<file path="config.mk">
export PLATFORM = sky130hd
export DESIGN_NAME = vec_mem_stage
export DESIGN_NICKNAME = d
export VERILOG_FILES = /design/src/rtl/vec_mem_stage.sv
export SDC_FILE = /design/constraint.sdc
export NUM_CORES = 1
export LEC_CHECK = 0
export ABC_AREA = 1
export CAP_MARGIN = 20
export CORE_MARGIN = 2
export CORE_UTILIZATION = 50
export CTS_CLUSTER_SIZE = 40
export DETAILED_ROUTE_END_ITERATION = 10
export GPL_ROUTABILITY_DRIVEN = 0
export PLACE_DENSITY = 0.84
export SKIP_CTS_REPAIR_TIMING = 1
export SLEW_MARGIN = 25
export SYNTH_ARGS = -nofsm -noshare
export SYNTH_HDL_FRONTEND = slang
export SYNTH_SLANG_ARGS = --single-unit
</file>
<file path="constraint.sdc">
create_clock -name clk -period 3.3 [get_ports clk]
set_input_delay 0.99 -clock clk [delete_from_list [all_inputs] [get_ports clk]]
set_output_delay 0.99 -clock clk [all_outputs]
set_load 0.02 [all_outputs]
</file>
<file path="src/rtl/vec_mem_stage.sv">
// vec_mem_stage: memory stage of the vector ASIP pipeline.
// Takes one op per in_valid/in_ready handshake. An op is a pass-through, a vector load
// or a vector store. A bus op moves the VEC_W-bit vector as BEATS ack-handshaked beats of
// BEAT_W bits, least significant beat first. A store whose base is at or above GPIO_BASE
// writes the GPIO register instead of the bus. The result is returned on out_valid/out_ready.
module vec_mem_stage #(
  parameter int unsigned LANES     = 16,
  parameter int unsigned LANE_W    = 8,
  parameter int unsigned BEAT_W    = 32,
  parameter int unsigned ADDR_W    = 16,
  parameter int unsigned GPIO_BASE = 'hFF00,
  parameter int unsigned GPIO_CH   = 4,
  parameter int unsigned GPIO_W    = 32,
  localparam int unsigned VEC_W    = LANES * LANE_W,
  localparam int unsigned BEATS    = VEC_W / BEAT_W
) (
  input  logic               clk,
  input  logic               rst_n,
  // op input
  input  logic               in_valid,
  output logic               in_ready,
  input  logic               rmem,
  input  logic               wmem,
  input  logic [VEC_W-1:0]   alu_res,
  input  logic [VEC_W-1:0]   store_data,
  // result output
  output logic               out_valid,
  input  logic               out_ready,
  output logic [VEC_W-1:0]   res,
  // beat-level memory bus
  output logic               mem_req,
  output logic               mem_we,
  output logic [ADDR_W-1:0]  mem_addr,
  output logic [BEAT_W-1:0]  mem_wdata,
  input  logic               mem_ack,
  input  logic [BEAT_W-1:0]  mem_rdata,
  // memory-mapped GPIO
  output logic [GPIO_W-1:0]  gpio,
  output logic [GPIO_CH-1:0] gpio_en
);

  localparam int unsigned KW = (BEATS > 1) ? $clog2(BEATS) : 1;

  localparam logic [KW-1:0]     LAST_K      = KW'(BEATS - 1);
  localparam logic [ADDR_W-1:0] GPIO_BASE_A = ADDR_W'(GPIO_BASE);
  localparam logic [ADDR_W-1:0] GPIO_CH_A   = ADDR_W'(GPIO_CH);

  localparam logic [1:0] IDLE = 2'd0;
  localparam logic [1:0] XFER = 2'd1;
  localparam logic [1:0] RESP = 2'd2;

  logic [1:0]         state_q,   state_d;
  logic [ADDR_W-1:0]  base_q,    base_d;
  logic [VEC_W-1:0]   alu_q,     alu_d;
  logic [VEC_W-1:0]   sdata_q,   sdata_d;
  logic               store_q,   store_d;
  logic [KW-1:0]      k_q,       k_d;
  logic [VEC_W-1:0]   buf_q,     buf_d;
  logic [VEC_W-1:0]   res_q,     res_d;
  logic [GPIO_W-1:0]  gpio_q,    gpio_d;
  logic [GPIO_CH-1:0] gpio_en_q, gpio_en_d;

  logic              accept;
  logic [ADDR_W-1:0] in_base;
  logic              in_mmio;
  logic [ADDR_W-1:0] gpio_ch;
  logic              ch_ok;
  logic              in_xfer;
  logic              last_beat;

  // Decode the presented op. The MMIO decision looks at the base address only.
  always_comb begin
    accept    = in_valid & in_ready;
    in_base   = alu_res[ADDR_W-1:0];
    in_mmio   = (in_base >= GPIO_BASE_A);
    gpio_ch   = in_base - GPIO_BASE_A;
    ch_ok     = (gpio_ch < GPIO_CH_A);
    in_xfer   = (state_q == XFER);
    last_beat = (k_q == LAST_K);
  end

  // Next-state and datapath: accept in IDLE, step beats in XFER, hold the result in RESP.
  always_comb begin
    // NOTE: every _d takes its _q value (or a safe constant) first, so that a path that
    // does not assign it holds state instead of inferring a latch.
    state_d   = state_q;
    base_d    = base_q;
    alu_d     = alu_q;
    sdata_d   = sdata_q;
    store_d   = store_q;
    k_d       = k_q;
    buf_d     = buf_q;
    res_d     = res_q;
    gpio_d    = gpio_q;
    gpio_en_d = '0;

    case (state_q)
      IDLE: begin
        if (accept) begin
          base_d  = in_base;
          alu_d   = alu_res;
          sdata_d = store_data;
          // A store wins when both rmem and wmem are set.
          store_d = wmem;
          if (!rmem && !wmem) begin
            res_d   = alu_res;
            state_d = RESP;
          end else if (in_mmio) begin
            state_d = RESP;
            if (wmem) begin
              res_d = alu_res;
              // Channels past GPIO_CH are decoded as MMIO but write nothing.
              if (ch_ok) begin
                gpio_d    = store_data[GPIO_W-1:0];
                gpio_en_d = GPIO_CH'(1) << gpio_ch;
              end
            end else begin
              res_d = VEC_W'(gpio_q);
            end
          end else begin
            k_d     = '0;
            state_d = XFER;
          end
        end
      end

      XFER: begin
        if (mem_ack) begin
          if (!store_q) begin
            buf_d[k_q*BEAT_W +: BEAT_W] = mem_rdata;
          end
          if (last_beat) begin
            k_d     = '0;
            state_d = RESP;
            // buf_d already contains the final beat captured on this ack.
            res_d   = store_q ? alu_q : buf_d;
          end else begin
            k_d = k_q + 1'b1;
          end
        end
      end

      RESP: begin
        if (out_ready) begin
          state_d = IDLE;
        end
      end

      default: begin
        state_d = IDLE;
      end
    endcase
  end

  // State registers. An asynchronous reset aborts any transfer in flight.
  always_ff @(posedge clk or negedge rst_n) begin
    if (!rst_n) begin
      state_q   <= IDLE;
      // NOTE: the beat buffer and latched operands are reset as well, so that the bus
      // outputs (derived from them) read zero during reset and simulation starts
      // without X values.
      base_q    <= '0;
      alu_q     <= '0;
      sdata_q   <= '0;
      store_q   <= 1'b0;
      k_q       <= '0;
      buf_q     <= '0;
      res_q     <= '0;
      gpio_q    <= '0;
      gpio_en_q <= '0;
    end else begin
      // NOTE: non-blocking assignments, so every flop samples the pre-edge values.
      state_q   <= state_d;
      base_q    <= base_d;
      alu_q     <= alu_d;
      sdata_q   <= sdata_d;
      store_q   <= store_d;
      k_q       <= k_d;
      buf_q     <= buf_d;
      res_q     <= res_d;
      gpio_q    <= gpio_d;
      gpio_en_q <= gpio_en_d;
    end
  end

  // Outputs come straight from state, so mem_req drops as soon as reset asserts.
  always_comb begin
    in_ready  = rst_n & (state_q == IDLE);
    out_valid = (state_q == RESP);
    res       = res_q;
    mem_req   = in_xfer;
    mem_we    = in_xfer & store_q;
    mem_addr  = in_xfer ? (base_q + ADDR_W'(k_q)) : '0;
    mem_wdata = in_xfer ? sdata_q[k_q*BEAT_W +: BEAT_W] : '0;
    gpio      = gpio_q;
    gpio_en   = gpio_en_q;
  end

endmodule
</file>
==> metrics.md, run 1 <==
| Metric | Value |
|---|---|
| Pre-antenna DRT Iters | `6` |
| Final period utilization | `1.02` |
| CP Capture Point | `mem_addr[12]` |
| Outcome | `complete, but fails checks` |
| Area of the core | `around 0.054 sq mm` |
| Yosys top cell by area | `dfrtp_1` |
| Peak Freq | `between 200 and 300 MHz` |
| Final min period | `3.36 ns` |
| Reg power frac | `0.345` |
| IO buf count | `510` |
| Hold Path Class | `input port to async pin` |
| Dpl cell area | `between 0.03 and 0.04 sq mm` |
| Critical Path AT | `2.37 ns` |
| Worst setup margin | `-0.0579 ns` |
| Crit-path max FO | `4` |
| FP Rows | `85` |
| P_leak | `18.3 nW` |
| # DRC | `0` |
| Final Hold Fails | `0` |
| Logic pwr share | `0.436` |
| RSZ-0062 raised after global routing | `yes` |
| Synth Area per Inst | `7.18 sq um` |
| Tot GR Track Use | `0.334` |
| Main area contributors after synthesis | `dfrtp_1, nand2_1, o21ai_0, inv_1, nand3_1` |
| Post-synth ARST share | `1.00` |
| Layout cells sized above 1 | `0.0584` |
| Crit path capture type | `primary output` |
| CTS Root Cell | `clkbuf_16` |
| Post-synth top flop | `dfrtp_1` |
| Fin area | `0.0356 sq mm` |
| Post-synth top area share | `0.504` |
| Vias in the first global route | `roughly 26000` |
| Clock buffer depth | `3` |
| Synthesized area | `between 0.02 and 0.03 sq mm` |
| Largest net degree at the start of global routing | `170` |
| Post-route ant nets | `0` |
| Setup crit start kind | `flop` |
| Psw | `13.6 mW` |
| Final Max Tran Viols | `0` |
| 1st-iter DRT viols | `roughly 3100` |
| Seq cells post-synth | `553` |
| Worst R2R Path Depth | `11` |
| IO Pins | `511` |
| Syn_nets | `4133` |
| CP Class | `flop to primary output` |
| Top-count cell post-synth | `nand2_1` |
| Via Count | `27800` |
| Final nets | `4541` |
| Die H | `238 um` |
| GR Overflow Total | `0` |
| WP data required | `2.31 ns` |
| Die area | `0.0568 sq mm` |
| Max_cap viols | `0` |
| Clk_skew | `0.0312 ns` |
| CTS HTree Levels | `2` |
| Ys Warns | `0` |
| Cell Int Power | `19.0 mW` |
| Cells after Synth | `3827` |
| Routed wire length | `roughly 100000 um` |
| Most frequent cells after synthesis | `nand2_1, dfrtp_1, o21ai_0, inv_1, nor2_1` |
| Reg2reg end | `res[9]` |
| Die extent in x | `238 um` |
| PwrDens | `between 900 and 1000 mW/mm^2` |
| Worst slew pin tran | `~0.97 ns` |
| FF-to-FF setup slack | `~0.15 ns` |
| Insertion delay to the later sink of the worst-skew pair | `0.63 ns` |
| Sequential share of the synthesized area | `0.504` |
| Number of enable flip-flop cells after synthesis | `0` |
| Clock share of power | `0.219` |
| Setup Viol. Count Final | `8` |
| Failing checks | `negative setup slack` |
| Total power | `about 33 mW` |
| Clock transition at path regs | `0.06 ns` |
| CTS tree | `yes` |
| Post-DP HPWL | `~66000 um` |
| Num CTS Buffers | `59` |
| Place WS | `-0.0242 ns` |
| Peak supply drop | `0.521 mV` |
| Initial antenna violation count | `15` |
| Routed wire length per instance | `19.6 um` |
| Critical path launch point | `k_q[0]` |
| Sink Count | `553` |
| First-pass GRT wire length | `between 100000 and 150000 um` |
| Initial Util | `0.508` |
| Switching Share | `0.417` |
| Distinct cells, synth | `35` |
| DR vias/cell | `5.57` |
| Layout area overhead | `29.8%` |
| Worst r2r src | `k_q[0]` |
| Slew HR | `0.354` |
[area by class of cell]
type	instances	area [sq um]
Fill cell	4417	18400
Sequential cell	553	13800
Multi-Input combinational cell	2757	11700
Timing Repair Buffer	586	6010
Clock buffer	84	1760
Inverter	278	1070
Tap cell	696	871
Clock inverter	25	324
Antenna cell	8	20.0
[placed cells by master, fill, tap and decap left out, drive strengths merged]
master         count
ha                10
bufinv             7
fa                 1
nor3b              1
nand3            144
xnor2              1
nand3b             1
or2                1
a21oi             42
clkinvlp           2
diode              8
inv              277
o21bai             2
clkinv            17
clkbuf            93
dlymetal6s2s      25
and2               1
a22oi              1
o21ai            341
nor2             173
buf               91
nor3               8
o22ai             94
nand4             40
clkdlybuf4s50    461
nand2           1893
a21o               1
dfrtp            553
xor2               2
[worst max-delay path, stage by stage (launching register included)]
cell and delay [ns]:
dfrtp_4 0.43, ha_2 0.22, fa_2 0.24, nand3_2 0.09
nor2_2 0.14, nand2_2 0.09, nor2_1 0.14, nand2_1 0.07
a22oi_1 0.17, buf_4 0.17
[logic make-up (layout without fill, tap and decap cells)]
group                      count (synthesis)  count (layout)  share of synthesized area
AOI/OAI and AO/OA                        481             481                     0.0924
DFF                                      553             553                      0.504
xor gates and xnor gates                   3               3                   0.000957
other                                      0               8                          0
buffers and inverters                    517             973                     0.0754
and+or+nand+nor                         2262            2262                      0.322
adders and majority gates                 11              11                    0.00529
[stage by stage]
| stage | std cells | setup TNS [ns] | util | hold WS (ns) |
|---|---|---|---|---|
| global placement | 4861 | 0 | 0.616 | 0.454 |
| detailed placement | 4861 | -0.0242 | 0.616 | 0.459 |
| CTS | 4970 | -22.08 | 0.654 | 0.448 |
| finish | 4987 | -0.265 | 0.660 | 0.453 |
| floorplan | 3827 | 0 | - | 0.443 |
| global route | 4985 | -1.00 | 0.660 | 0.463 |
[metal layers]
metal / share of wire / global-route usage / up-vias
li1: - / - / 12700
met1: 0.38 / 0.431 / 13000
met2: 0.46 / 0.524 / 1707
met3: 0.10 / 0.0801 / 324
met4: 0.058 / 0.179 / 14
met5: 0.0010 / 0 / -
[registers in the layout (all words and copies together) (netlist names)]
| register | count |
|---|---|
| gpio | 32 |
| alu_q | 113 |
| buf_q | 128 |
| base_q | 15 |
| k_q | 2 |
| gpio_en | 4 |
| store_q | 1 |
| state_q | 2 |
| res | 128 |
| sdata_q | 128 |
[worst min path at each step]
stage,from,end,cells past startpoint
2_1_floorplan,buf_q[64],buf_q[64],2
3_3_place_gp,buf_q[77],buf_q[77],2
3_5_place_dp,buf_q[66],buf_q[66],2
4_1_cts,rst_n,buf_q[126],2
5_1_grt,rst_n,buf_q[48],2
6_report,rst_n,alu_q[112],2
[power by group through the flow]
stage	sequential [mW]	clock, mW	combinational [mW]
3_3_place_gp	11.1	0	13.4
4_1_cts	11.2	7.18	13.9
6_report	11.2	7.14	14.2
2_1_floorplan	11.6	0	7.90
5_1_grt	11.5	7.44	15.6
3_5_place_dp	11.2	0	13.8
Power figures use the tool's default switching activity.
==> run 2: changes to the inputs <==
GPL_TIMING_DRIVEN = 0   (was default)
SLEW_MARGIN = 20   (was 25)
clock period = 3.2 ns   (was 3.3 ns; I/O delays follow)
==> run 2 against run 1 <==
Effect of this change: the run still ends with negative setup slack left; total power is 4.0% higher; global-route usage is 2.7 points higher; final cell count is 3.7% higher; clock power is 0.7% lower; sequential cell count stayed put; routed wire length is 7.2% higher; combinational power is 7% higher; utilization is 0.81 points higher; critical endpoint is now mem_addr[5]; largest cell class unchanged.
==> metrics.md, run 2 (synthesized netlist as in run 1, its figures left out) <==
| Metric | Value |
|---|---|
| Outcome | `complete, but fails checks` |
| Failing checks | `negative setup slack` |
| IO Pins | `511 (unchanged)` |
| # DRC | `0 (unchanged)` |
| IO buf count | `510 (unchanged)` |
| Logic pwr share | `0.450 (+0.014)` |
| Clock buffer depth | `3 (unchanged)` |
| CTS Root Cell | `clkbuf_16` |
| CP Class | `flop to primary output` |
| Psw | `14.4 mW (+6.0%)` |
| Crit-path max FO | `5 (+1)` |
| GR Overflow Total | `0 (unchanged)` |
| GR Util met2 | `0.568 (+0.0442)` |
| FP Rows | `85 (unchanged)` |
| Sink Count | `553 (unchanged)` |
| Setup crit start kind | `flop` |
| GRT busiest layer | `met2` |
| Post-route ant nets | `0 (unchanged)` |
| Setup TNS | `-1.71 ns (-1.45 ns)` |
| CTS HTree Levels | `2 (unchanged)` |
| Dpl cell area | `0.0336 sq mm (+1.0%)` |
| Final min period | `3.44 ns` |
| Vias in the first global route | `27300 (+5.9%)` |
| Max_cap viols | `0 (unchanged)` |
| Final Max Tran Viols | `0 (unchanged)` |
| Insertion delay to the later sink of the worst-skew pair | `0.63 ns (about the same)` |
| Routed wire length per instance | `20.2 um (+3.4%)` |
| Most frequent cells in the layout | `nand2_1, dfrtp_1, clkdlybuf4s50_1` |
| Slowest-stage cell, CP | `dfrtp_2` |
| Slew HR | `0.217 (-0.136)` |
| Pre-antenna DRT Iters | `6 (unchanged)` |
| Worst-path cell chain | `ha_1, nand3_1, nand2_2, nand2_2, inv_2, a21oi_1, nor3_2, buf_4` |
| Final period utilization | `1.08` |
| Routed wire length | `105000 um (+7.2%)` |
| Setup Viol. Count Final | `19 (+11)` |
| Critical Path AT | `2.48 ns (+0.11 ns)` |
| Total power | `33.9 mW (+4.0%)` |
| Final nets | `4726 (+4.1%)` |
| Clock share of power | `0.209 (-0.010)` |
| Die area | `0.0568 sq mm (unchanged)` |
| Peak supply drop | `0.516 mV (-0.98%)` |
| Num CTS Buffers | `59 (unchanged)` |
| Peak Freq | `291 MHz` |
| Crit path top cell by count | `nand2_2` |
| Hold Path Class | `input port to async pin` |
| Grt met3 use | `0.0993 (+0.0192)` |
| Critical path depth | `8 (-1)` |
| Die H | `238 um (unchanged)` |
| 1st-iter DRT viols | `3382 (+8.4%)` |
| First-pass GRT wire length | `156000 um (+5.4%)` |
| Max incr delay on CP | `0.46 ns (+0.03 ns)` |
| P_leak | `18.2 nW (-0.43%)` |
| PwrDens | `939 mW/mm^2 (+2.8%)` |
| Placed Cells | `5039 (+3.7%)` |
| Layout area overhead | `31.4%` |
| CTS tree | `yes` |
| Largest net degree at the start of global routing | `100 (-41%)` |
| Tot GR Track Use | `0.361 (+0.0265)` |
| Commonest non-fill, non-tap cell in the layout | `nand2_1` |
| Worst slew pin tran | `1.17 ns (+0.205 ns)` |
| Die extent in x | `238 um (unchanged)` |
| WP data required | `2.24 ns (-0.07 ns)` |
| RSZ-0062 raised after global routing | `yes` |
| Place WS | `-1.37 ns (-1.35 ns)` |
| Post-DP HPWL | `77500 um (+17%)` |
| Cell Int Power | `19.5 mW (+2.6%)` |
| Met1 GRT Util | `0.447 (+0.0168)` |
| DR vias/cell | `5.57 (about the same)` |
| Worst setup margin | `-0.242 ns (-0.184 ns)` |
| Initial antenna violation count | `17 (+2)` |
| Clock transition at path regs | `0.06 ns (about the same)` |
| Final Hold Fails | `0 (unchanged)` |
| Clk_skew | `0.0104 ns (-0.0208 ns)` |
| Initial Util | `0.508 (unchanged)` |
| Layout cells sized above 1 | `0.0717 (+0.0133)` |
| Buffers & Inverters on Critical Path | `2 (+1)` |
| Worst R2R Path Depth | `14 (+3)` |
| Via Count | `28800 (+3.7%)` |
| Layout Cells excl Fill | `5173 (+3.7%)` |
| Crit path capture type | `primary output` |
| Reg power frac | `0.341 (-0.004)` |
| Fin area | `0.0361 sq mm (+1.2%)` |
| CP top delay family | `simple AND/OR/NAND/NOR gates` |
| FF-to-FF setup slack | `0.19 ns (+0.04 ns)` |
| Area of the core | `0.0540 sq mm (unchanged)` |
| Switching Share | `0.425 (+0.00787)` |
-- run 2: cell count changes in the layout (fill, tap and decap cells not counted), sizes merged, moves of 3 or more --
cell	previous run	this run
diode	8	11
clkinv	17	5
clkdlybuf4s50	461	458
dlymetal6s2s	25	2
clkbuf	93	236
buf	91	175
bufinv	7	4
-- run 2: area by class of cell --
cell class,instances,area [sq um]
fillers,4427,18000
flip-flops and latches,553,13800
multi-input cells,2757,11700
repair buffers,535,5400
clock buffers,100,1840
plain buffers,236,1180
inverters,278,1060
well taps,696,871
clock inverters,7,135
diodes,11,27.5
-- run 2: stage by stage --
| step | hold slack (ns) | utilization |
|---|---|---|
| 6_report | 0.168 | 0.668 |
| 5_1_grt | 0.153 | 0.668 |
| 4_1_cts | 0.231 | 0.659 |
| 3_5_place_dp | 0.459 | 0.622 |
| 3_3_place_gp | 0.455 | 0.619 |
| 2_1_floorplan | 0.443 | - |
-- run 2: path summary, 6_finish.rpt --
check,from,to
min in group clk,sdata_q[63],sdata_q[63]
worst min register to register,sdata_q[63],sdata_q[63]
worst max-delay path,k_q[1],mem_addr[5]
worst min-delay path,rst_n,buf_q[110]
max in group asynchronous,rst_n,gpio[20]
worst max register to register,k_q[0],res[16]
-- run 2: power groups by stage --
stage / clock network (mW) / registers, mW / logic, mW
finish: 7.09 / 11.5 / 15.2
global route: 7.40 / 11.8 / 16.7
CTS: 7.11 / 11.4 / 14.7
detailed placement: 0 / 11.5 / 14.6
global placement: 0 / 11.5 / 14.3
floorplan: 0 / 11.9 / 8.15
-- run 2: layer usage --
metal / vias up / part of all wire
met3: 399 / 0.11
met2: 1757 / 0.45
met4: 14 / 0.069
met1: 13500 / 0.37
met5: - / 0.00090
li1: 13100 / -
